[src/rtl/note_matcher.sv]
// note_matcher: row-serial matcher scoring a 16x16 one-bit window against the seven note templates A..G
// Optional feature: define MATCH_EARLY_EXIT_EN to finish as soon as a note scores a perfect 256.
module note_matcher #(
    parameter logic [8:0] MIN_SCORE = 9'd192
) (
    input  logic         clk,
    input  logic         rst_n,
    input  logic         start,
    input  logic [255:0] window,
    input  logic [255:0] tinymap,
    output logic [2:0]   sel,
    output logic         busy,
    output logic         done,
    output logic [2:0]   best_note,
    output logic [8:0]   best_score,
    output logic         match
);
    localparam logic [1:0] IDLE = 2'd0;
    localparam logic [1:0] SCAN = 2'd1;
    localparam logic [1:0] DONE = 2'd2;

    logic [1:0]   r_state;
    logic [255:0] r_win;
    logic [3:0]   r_row;
    logic [8:0]   r_acc;
    logic [8:0]   r_best;
    logic [2:0]   r_best_idx;
    logic [2:0]   r_sel;
    logic         r_done;
    logic [2:0]   r_best_note;
    logic [8:0]   r_best_score;
    logic         r_match;

    logic [7:0]   w_lo;
    logic [15:0]  w_agree;
    logic [4:0]   w_pc;
    logic [8:0]   w_score;
    logic         w_better;
    logic [8:0]   w_new_best;
    logic [2:0]   w_new_idx;
    logic         w_last;

    // Row 0 lives in the top 16 bits, so row r starts at bit (15-r)*16.
    assign w_lo       = {~r_row, 4'd0};
    assign w_agree    = ~(tinymap[w_lo +: 16] ^ r_win[w_lo +: 16]);
    assign w_score    = r_acc + {4'd0, w_pc};
    assign w_better   = w_score > r_best;
    assign w_new_best = w_better ? w_score : r_best;
    assign w_new_idx  = w_better ? r_sel : r_best_idx;
`ifdef MATCH_EARLY_EXIT_EN
    assign w_last     = (r_sel == 3'd6) || (w_score == 9'd256);
`else
    assign w_last     = r_sel == 3'd6;
`endif

    assign sel        = r_sel;
    assign busy       = r_state == SCAN;
    assign done       = r_done;
    assign best_note  = r_best_note;
    assign best_score = r_best_score;
    assign match      = r_match;

    // Count agreeing pixels in the current row.
    always_comb begin
        w_pc = 5'd0;
        for (int i = 0; i < 16; i++) w_pc = w_pc + {4'd0, w_agree[i]};
    end

    // Control FSM: capture window, scan 16 rows per note, publish the best note.
    always_ff @(posedge clk or negedge rst_n) begin
        if (!rst_n) begin
            r_state      <= IDLE;
            r_win        <= '0;
            r_row        <= '0;
            r_acc        <= '0;
            r_best       <= '0;
            r_best_idx   <= '0;
            r_sel        <= '0;
            r_done       <= 1'b0;
            r_best_note  <= '0;
            r_best_score <= '0;
            r_match      <= 1'b0;
        end else begin
            case (r_state)
                IDLE: if (start) begin
                    r_win      <= window;
                    r_sel      <= '0;
                    r_row      <= '0;
                    r_acc      <= '0;
                    r_best     <= '0;
                    r_best_idx <= '0;
                    r_state    <= SCAN;
                end
                SCAN: if (r_row != 4'd15) begin
                    r_row <= r_row + 4'd1;
                    r_acc <= w_score;
                end else begin
                    r_best     <= w_new_best;
                    r_best_idx <= w_new_idx;
                    r_row      <= '0;
                    r_acc      <= '0;
                    if (w_last) begin
                        r_state      <= DONE;
                        r_done       <= 1'b1;
                        r_best_note  <= w_new_idx;
                        r_best_score <= w_new_best;
                        r_match      <= w_new_best >= MIN_SCORE;
                    end else begin
                        r_sel <= r_sel + 3'd1;
                    end
                end
                DONE: begin
                    r_done  <= 1'b0;
                    r_state <= IDLE;
                end
                default: r_state <= IDLE;
            endcase
        end
    end
endmodule

[config.mk]
export PLATFORM = sky130hd
export DESIGN_NAME = note_matcher
export DESIGN_NICKNAME = d
export VERILOG_FILES = /design/src/rtl/note_matcher.sv
export SDC_FILE = /design/constraint.sdc
export NUM_CORES = 1
export LEC_CHECK = 0
export ABC_AREA = 0
export CORE_MARGIN = 2
export CORE_UTILIZATION = 35
export CTS_CLUSTER_SIZE = 24
export DETAILED_ROUTE_END_ITERATION = 8
export HOLD_SLACK_MARGIN = 0.05
export PLACE_DENSITY = 0.76
export SYNTH_ARGS = -nofsm -noshare
export SYNTH_HDL_FRONTEND = slang
export SYNTH_SLANG_ARGS = --single-unit
export TNS_END_PERCENT = 100
[constraint.sdc]
create_clock -name clk -period 9 [get_ports clk]
set_clock_uncertainty 0.1 [all_clocks]
set_input_delay 0.9 -clock clk [delete_from_list [all_inputs] [get_ports clk]]
set_output_delay 0.9 -clock clk [all_outputs]
set_load 0.01 [all_outputs]
==> After elaboration in Yosys (flattened, before gate mapping) <==
Cells that the tools add are included.
{ "totals": {"reg_bits": 300, "output_inout_bits": 18, "elab_cells": 78} }
{ "op_classes": {"add_sub_neg": 18, "magnitude_cmp": 2, "n_eq_ne": 8, "shift": 2, "muxes": 23, "n_bitwise": 4, "n_reduce_logical": 10} }
{ "ops": {"columns": ["cell", "n"], "rows": [
  ["$shiftx A256 B9 Y16", 2],
  ["$add A5 B1 Y5", 11],
  ["$mux W9", 4],
  ["$pmux W9 S2", 2],
  ["$not A16 Y16", 1],
  ["$xor A16 B16 Y16", 1],
  ["$mux W3", 5],
  ["$pmux W3 S2", 2],
  ["$reduce_and A3 Y1", 4],
  ["$add A9 B5 Y9", 1],
  ["$ge A9 B8 Y1 const B", 1],
  ["$gt A9 B9 Y1", 1],
  ["$mux W4", 2],
  ["$pmux W4 S2", 1],
  ["$mux W2", 3],
  ["$ne A2 B2 Y1 const B", 3],
  ["$add A4 B1 Y5", 1],
  ["$add A3 B1 Y4", 1],
  ["$add A4 B1 Y4 const B", 1],
  ["$ne A4 B4 Y1 const B", 1],
  ["$not A4 Y4", 1],
  ["$pmux W2 S2", 1],
  ["$reduce_and A2 Y1", 2],
  ["$reduce_and A4 Y1", 1],
  ["12 further kinds", 14]
]} }

==> Logic depth before layout (Yosys ltp) <==
{ "logic_depth": {"word_depth": 24, "ltp_mapped": 28} }

==> Worst setup path before layout <==
No wires, ideal clock.
{ "synth_path": {"path_type": "input port to flip-flop", "start": "in tinymap[14]", "end": "reg r_best[2]", "setup_ps": 128, "arrival_ps": 7568, "required_time_ps": 8772, "setup_slack_ps": 1204, "stages": 25, "path_buffers": 1, "cell_sequence": "mux4_2 mux4_2 xor2_1 fa_1 inv_1 fa_1 inv_1 fa_1 inv_1 fa_1 fa_1 fa_1 a211oi_1 nor2_1 o21a_1 xnor2_1 inv_1 ha_1 nand4_1 a211oi_1 a211oi_1 a21o_1 or3_1 buf_2 mux2_1"} }
{ "synth_via": {"elab_chain_cells": 10} }
{ "synth_rtl": {"columns": ["element", "line", "rtl"], "rows": [
  ["start, declared", "10", "input logic [255:0] tinymap,"],
  ["$shiftx A256 B9 Y16 *", "45", "assign w_agree = ~(tinymap[w_lo +: 16] ^ r_win[w_lo +: 16]);"],
  ["$xor A16 B16 Y16 *", "45", null],
  ["$not A16 Y16 *", "45", null],
  ["$add A5 B1 Y5 * (2 in series)", "66", "for (int i = 0; i < 16; i++) w_pc = w_pc + {4'd0, w_agree[i]};"],
  ["$add A9 B5 Y9 *", "46", "assign w_score = r_acc + {4'd0, w_pc};"],
  ["$gt A9 B9 Y1", "47", "assign w_better = w_score > r_best;"],
  ["$mux W9 *", "48", "assign w_new_best = w_better ? w_score : r_best;"],
  ["$mux W9 *", "94", "SCAN: if (r_row != 4'd15) begin"],
  ["$pmux W9 S2 *", "84", "case (r_state)"],
  ["end signal, assigned", "98", "r_best <= w_new_best;"],
  ["end, declared", "26", "logic [8:0] r_best;"]
]} }
Every way passes the cells marked *; elsewhere a longest branch is shown, timed or not. The select of a mux whose other input is x is not followed.
A chain may end at the register's enable or synchronous reset.

==> Worst setup path after layout <==
{ "layout_path": {"start": "reg r_row[0]", "end": "reg r_best[3]"} }
{ "layout_via": {"elab_chain_cells": 24} }
{ "layout_rtl": {"columns": ["element", "line", "rtl"], "rows": [
  ["start, declared", "24", "logic [3:0] r_row;"],
  ["start signal, assigned", "95", "r_row <= r_row + 4'd1;"],
  ["$not A4 Y4", "44", "assign w_lo = {~r_row, 4'd0};"],
  ["$shiftx A256 B9 Y16", "45", null],
  ["$xor A16 B16 Y16", "45", null],
  ["$not A16 Y16", "45", null],
  ["$add A1 B1 Y2", "66", null],
  ["$add A2 B1 Y3", "66", null],
  ["$add A3 B1 Y4", "66", null],
  ["$add A4 B1 Y5", "66", null],
  ["$add A5 B1 Y5 (11 in series)", "66", null],
  ["$add A9 B5 Y9", "46", null],
  ["$gt A9 B9 Y1", "47", null],
  ["$mux W9", "48", null],
  ["$mux W9", "94", null],
  ["$pmux W9 S2", "84", null]
]} }
Several ways; a longest one is shown, not always the timed one. The select of a mux whose other input is x is not followed.

==> impl_summary.md <==
Run status
The flow ran to the end, and the final reports show no timing, DRC or antenna violations.

Clocking
In this run the clock root is driven by a sky130_fd_sc_hd__clkbuf_16. TritonCTS built the clock tree. The H-tree was split into 2 levels.

The hold-fix buffer count after cts is 0. Buffers added to address setup during post-CTS repair amount to 0. The later pin in the worst-skew pair is clocked with a latency of roughly 0.54 ns. The TritonCTS sink count is 300.

The total CTS buffers is 35. In this run, post-CTS repair resized a total of 0 instances. The clock transition at the registers of the reported paths is around 0.06 ns. The number of buffers on the longest clock path is 3.

Timing
The minimum period implied by the final worst setup slack is between 8 and 9 ns. The count of endpoints failing hold in the final timing report is 0. Headroom to the max-slew limit came out at 0.2543. The share of the clock period used by the worst path is 0.9417. Timing would allow up to 118.0 MHz.

The number of max-slew violations in the final report was 0. Setup repair after global routing left no endpoint under its margin. The setup TNS after final layout is 0 ns. The number of setup violations in the final report is 0. The actual transition at the worst max-transition pin is 1.119 ns.

Die
For this configuration, the core starts out at a cell density of 0.3555. 533 I/O pins were placed. The die footprint is about 48000 um^2. In this run the standard cell core region covers between 40000 and 50000 um^2. The die boundary height is 218.9 um. In this run the horizontal extent of the chip is approximately 220 um. In this run the core area contains 78 standard-cell rows.

Detailed routing
The first-pass iteration count of the detailed router is 7. The number of nets still failing antenna checks after routing is 0. The detailed router finished its first iteration with 1049 violations.

The total wire length after detailed routing is 63500 um. The detailed router placed between 10000 and 15000 vias in this run. Using the TritonRoute via totals, the vias-per-cell ratio works out to just over 5. In the routed design, unresolved DRC markers number 0. Dividing the detail-routed wire length by the instance count gives between 20 and 25 um.

Setup path
Data on the critical path is required at its endpoint by between 9 and 10 ns. The capture instance of the worst register-to-register path is r_best[3]$_DFFE_PN0P_. Counting cells, the worst reg-to-reg path comes to 26.

The kind of launch point of the worst setup path is a flop. The register-to-register setup slack is roughly 0.52 ns. Along the worst path, the maximum fanout reaches 14. The cell that appears most often on the critical path is sky130_fd_sc_hd__fa_1.

The worst setup path is of the reg2reg kind. The largest individual stage delay along the critical path comes from the cell sky130_fd_sc_hd__dfrtp_4. The capturing element type of the critical path is a flop.

Data arrives at the worst endpoint at approximately 8.8 ns. The delay of the slowest cell on the worst path is just under 0.6 ns. The origin of the worst setup path is r_row[0]$_DFFE_PN0P_. The worst register-to-register path begins at r_row[0]$_DFFE_PN0P_.

Layout
The number of fillers in the final layout is 4044. The proportion of layout cells with a drive suffix above 1 is 0.1228. In the final design database the tool counted 2606 nets. The relative area change from synthesis to final layout is 44.22%.

Place
The congestion estimate from routability-driven global placement came to just over 0.9. The count of buffers added on input and output ports is approximately 530. After legalization and detailed placement, the total HPWL measured between 40000 and 50000 um.

Synth
Ranked by total cell area, the synthesized netlist is headed by sky130_fd_sc_hd__dfrtp_1 46%, sky130_fd_sc_hd__mux4_2 22%, sky130_fd_sc_hd__nand2_1 19%, sky130_fd_sc_hd__clkbuf_1 1.6%, sky130_fd_sc_hd__ha_1 1.5%. The post-synthesis sequential area ratio is 0.4644. The number of synthesis warnings is 0.

In this run, synthesis produced a sequential element count of 300. The cell area after synthesis is between 15000 and 20000 um^2. The number of distinct standard cells referenced by the synthesized netlist is 40. Summed over all instances, the cell type with the most area after synthesis is sky130_fd_sc_hd__dfrtp_1. The main flop type after synthesis is sky130_fd_sc_hd__dfrtp_1. The number of standard cells after synthesis is about 1600. The post-synth net total is between 2000 and 2500.

Yosys mapped a number of flops with a built-in enable equal to 0. The share of synthesized registers carrying an async set or reset is 1.000. The mean instance size in the synthesized netlist is between 10 and 15 um^2. In the synthesized netlist, the cells that appear most often are 797 x sky130_fd_sc_hd__nand2_1, 300 x sky130_fd_sc_hd__dfrtp_1, 160 x sky130_fd_sc_hd__mux4_2, 71 x sky130_fd_sc_hd__clkbuf_1, 30 x sky130_fd_sc_hd__inv_1.

Of the post-synthesis cell area, the dominant cell type holds 0.4644. The most common cell in the netlist is sky130_fd_sc_hd__nand2_1.

Min path
The classification of the worst-slack hold path is in2async.

Global route
Entering global routing, the biggest net connects between 150 and 200 pins. The global-route congestion overflow total is 0. The wire length of the first global-routing pass is roughly 93000 um. The initial antenna violation count is 24.

The via count of the first global-routing pass was roughly 15000. The overall global routing resource usage is 0.2646.

Run
Max-cap violations in this run came to 0.
## area by class of cell
class / count / area, um^2 / area share
clock buffer: 48 / 974.7 / 0.04181
inverter: 30 / 112.6 / 0.004830
sequential: 300 / 7520 / 0.3225
clock inverter: 14 / 170.2 / 0.007299
multi-input combinational: 1127 / 8078 / 0.3465
timing repair buffer: 565 / 5653 / 0.2425
antenna: 22 / 55.05 / 0.002361
tap: 600 / 750.7 / 0.03220
## kinds of logic (layout without fill, tap and decap cells)
| family | after synthesis | in the layout | share of synthesized area |
|---|---|---|---|
| simple gates | 831 | 831 | 0.1950 |
| fa+ha+maj | 32 | 32 | 0.03034 |
| compound gates | 59 | 59 | 0.02415 |
| buf+inv | 132 | 657 | 0.03653 |
| flops | 300 | 300 | 0.4644 |
| other cells | 0 | 22 | 0 |
| mux | 182 | 182 | 0.2372 |
| xor+xnor | 23 | 23 | 0.01246 |
## worst max-delay path, delay by kind of cell, from the launching register on
| family | cells | cell delay [ns] |
|---|---|---|
| compound gates | 5 | 0.93 |
| xor+xnor | 2 | 0.33 |
| fa+ha+maj | 7 | 3.18 |
| buf+inv | 6 | 0.84 |
| flops | 1 | 0.59 |
| mux | 3 | 1.55 |
| simple gates | 3 | 0.79 |
## flip-flops by register name, indices dropped and copies added (netlist names), 2 cells and up
register and count:
r_win 256, best_score 9, r_acc 9, r_best_idx 3, best_note 3, r_best 9
r_state 2, r_row 4, sel 3
## stage by stage
stage / util / setup slack [ns] / hold slack, ns / area (um^2) / instances
final: 0.5126 / 0.5244 / 0.3255 / 23310 / 2706
after detailed placement: 0.4862 / 0.3058 / 0.3572 / 22110 / 2622
after global routing: 0.5126 / 0.05885 / 0.3829 / 23310 / 2705
after CTS: 0.5114 / 0.4645 / 0.3609 / 23260 / 2684
after floorplan: - / 1.204 / 0.3403 / 16170 / 1559
after global placement: 0.4862 / 0.2403 / 0.3523 / 22110 / 2622
## per-layer routing
layer / GRT usage / vias to the layer above / part of all wire
li1: - / 6253 / -
met2: 0.4570 / 563 / 0.51
met3: 0.05142 / 110 / 0.061
met1: 0.3190 / 7097 / 0.39
met4: 0.1227 / 2 / 0.042
met5: 0 / - / 0.00020
## cells in the final DEF (no fill, tap or decap), types with 16 or more instances in the layout
master	instances
sky130_fd_sc_hd__xnor2_1	16
sky130_fd_sc_hd__inv_1	30
sky130_fd_sc_hd__mux4_2	160
sky130_fd_sc_hd__nand2_1	796
sky130_fd_sc_hd__ha_1	20
sky130_fd_sc_hd__clkbuf_16	35
sky130_fd_sc_hd__diode_2	22
sky130_fd_sc_hd__nor2_1	19
sky130_fd_sc_hd__dfrtp_1	296
sky130_fd_sc_hd__buf_4	27
sky130_fd_sc_hd__clkdlybuf4s50_1	531
## worst max-delay path by stage
stage                                  endpoint  slack [ns]  depth (start not counted)
after floorplan           r_best[2]$_DFFE_PN0P_        1.20                         25
after global placement    r_best[5]$_DFFE_PN0P_        0.24                         25
after detailed placement  r_best[3]$_DFFE_PN0P_        0.31                         25
after CTS                 r_best[3]$_DFFE_PN0P_        0.46                         26
after global routing      r_best[7]$_DFFE_PN0P_        0.06                         26
final                     r_best[3]$_DFFE_PN0P_        0.52                         26
Power is not shown: default switching activity piles up to over one toggle a cycle in this logic, so the estimate is an artifact.
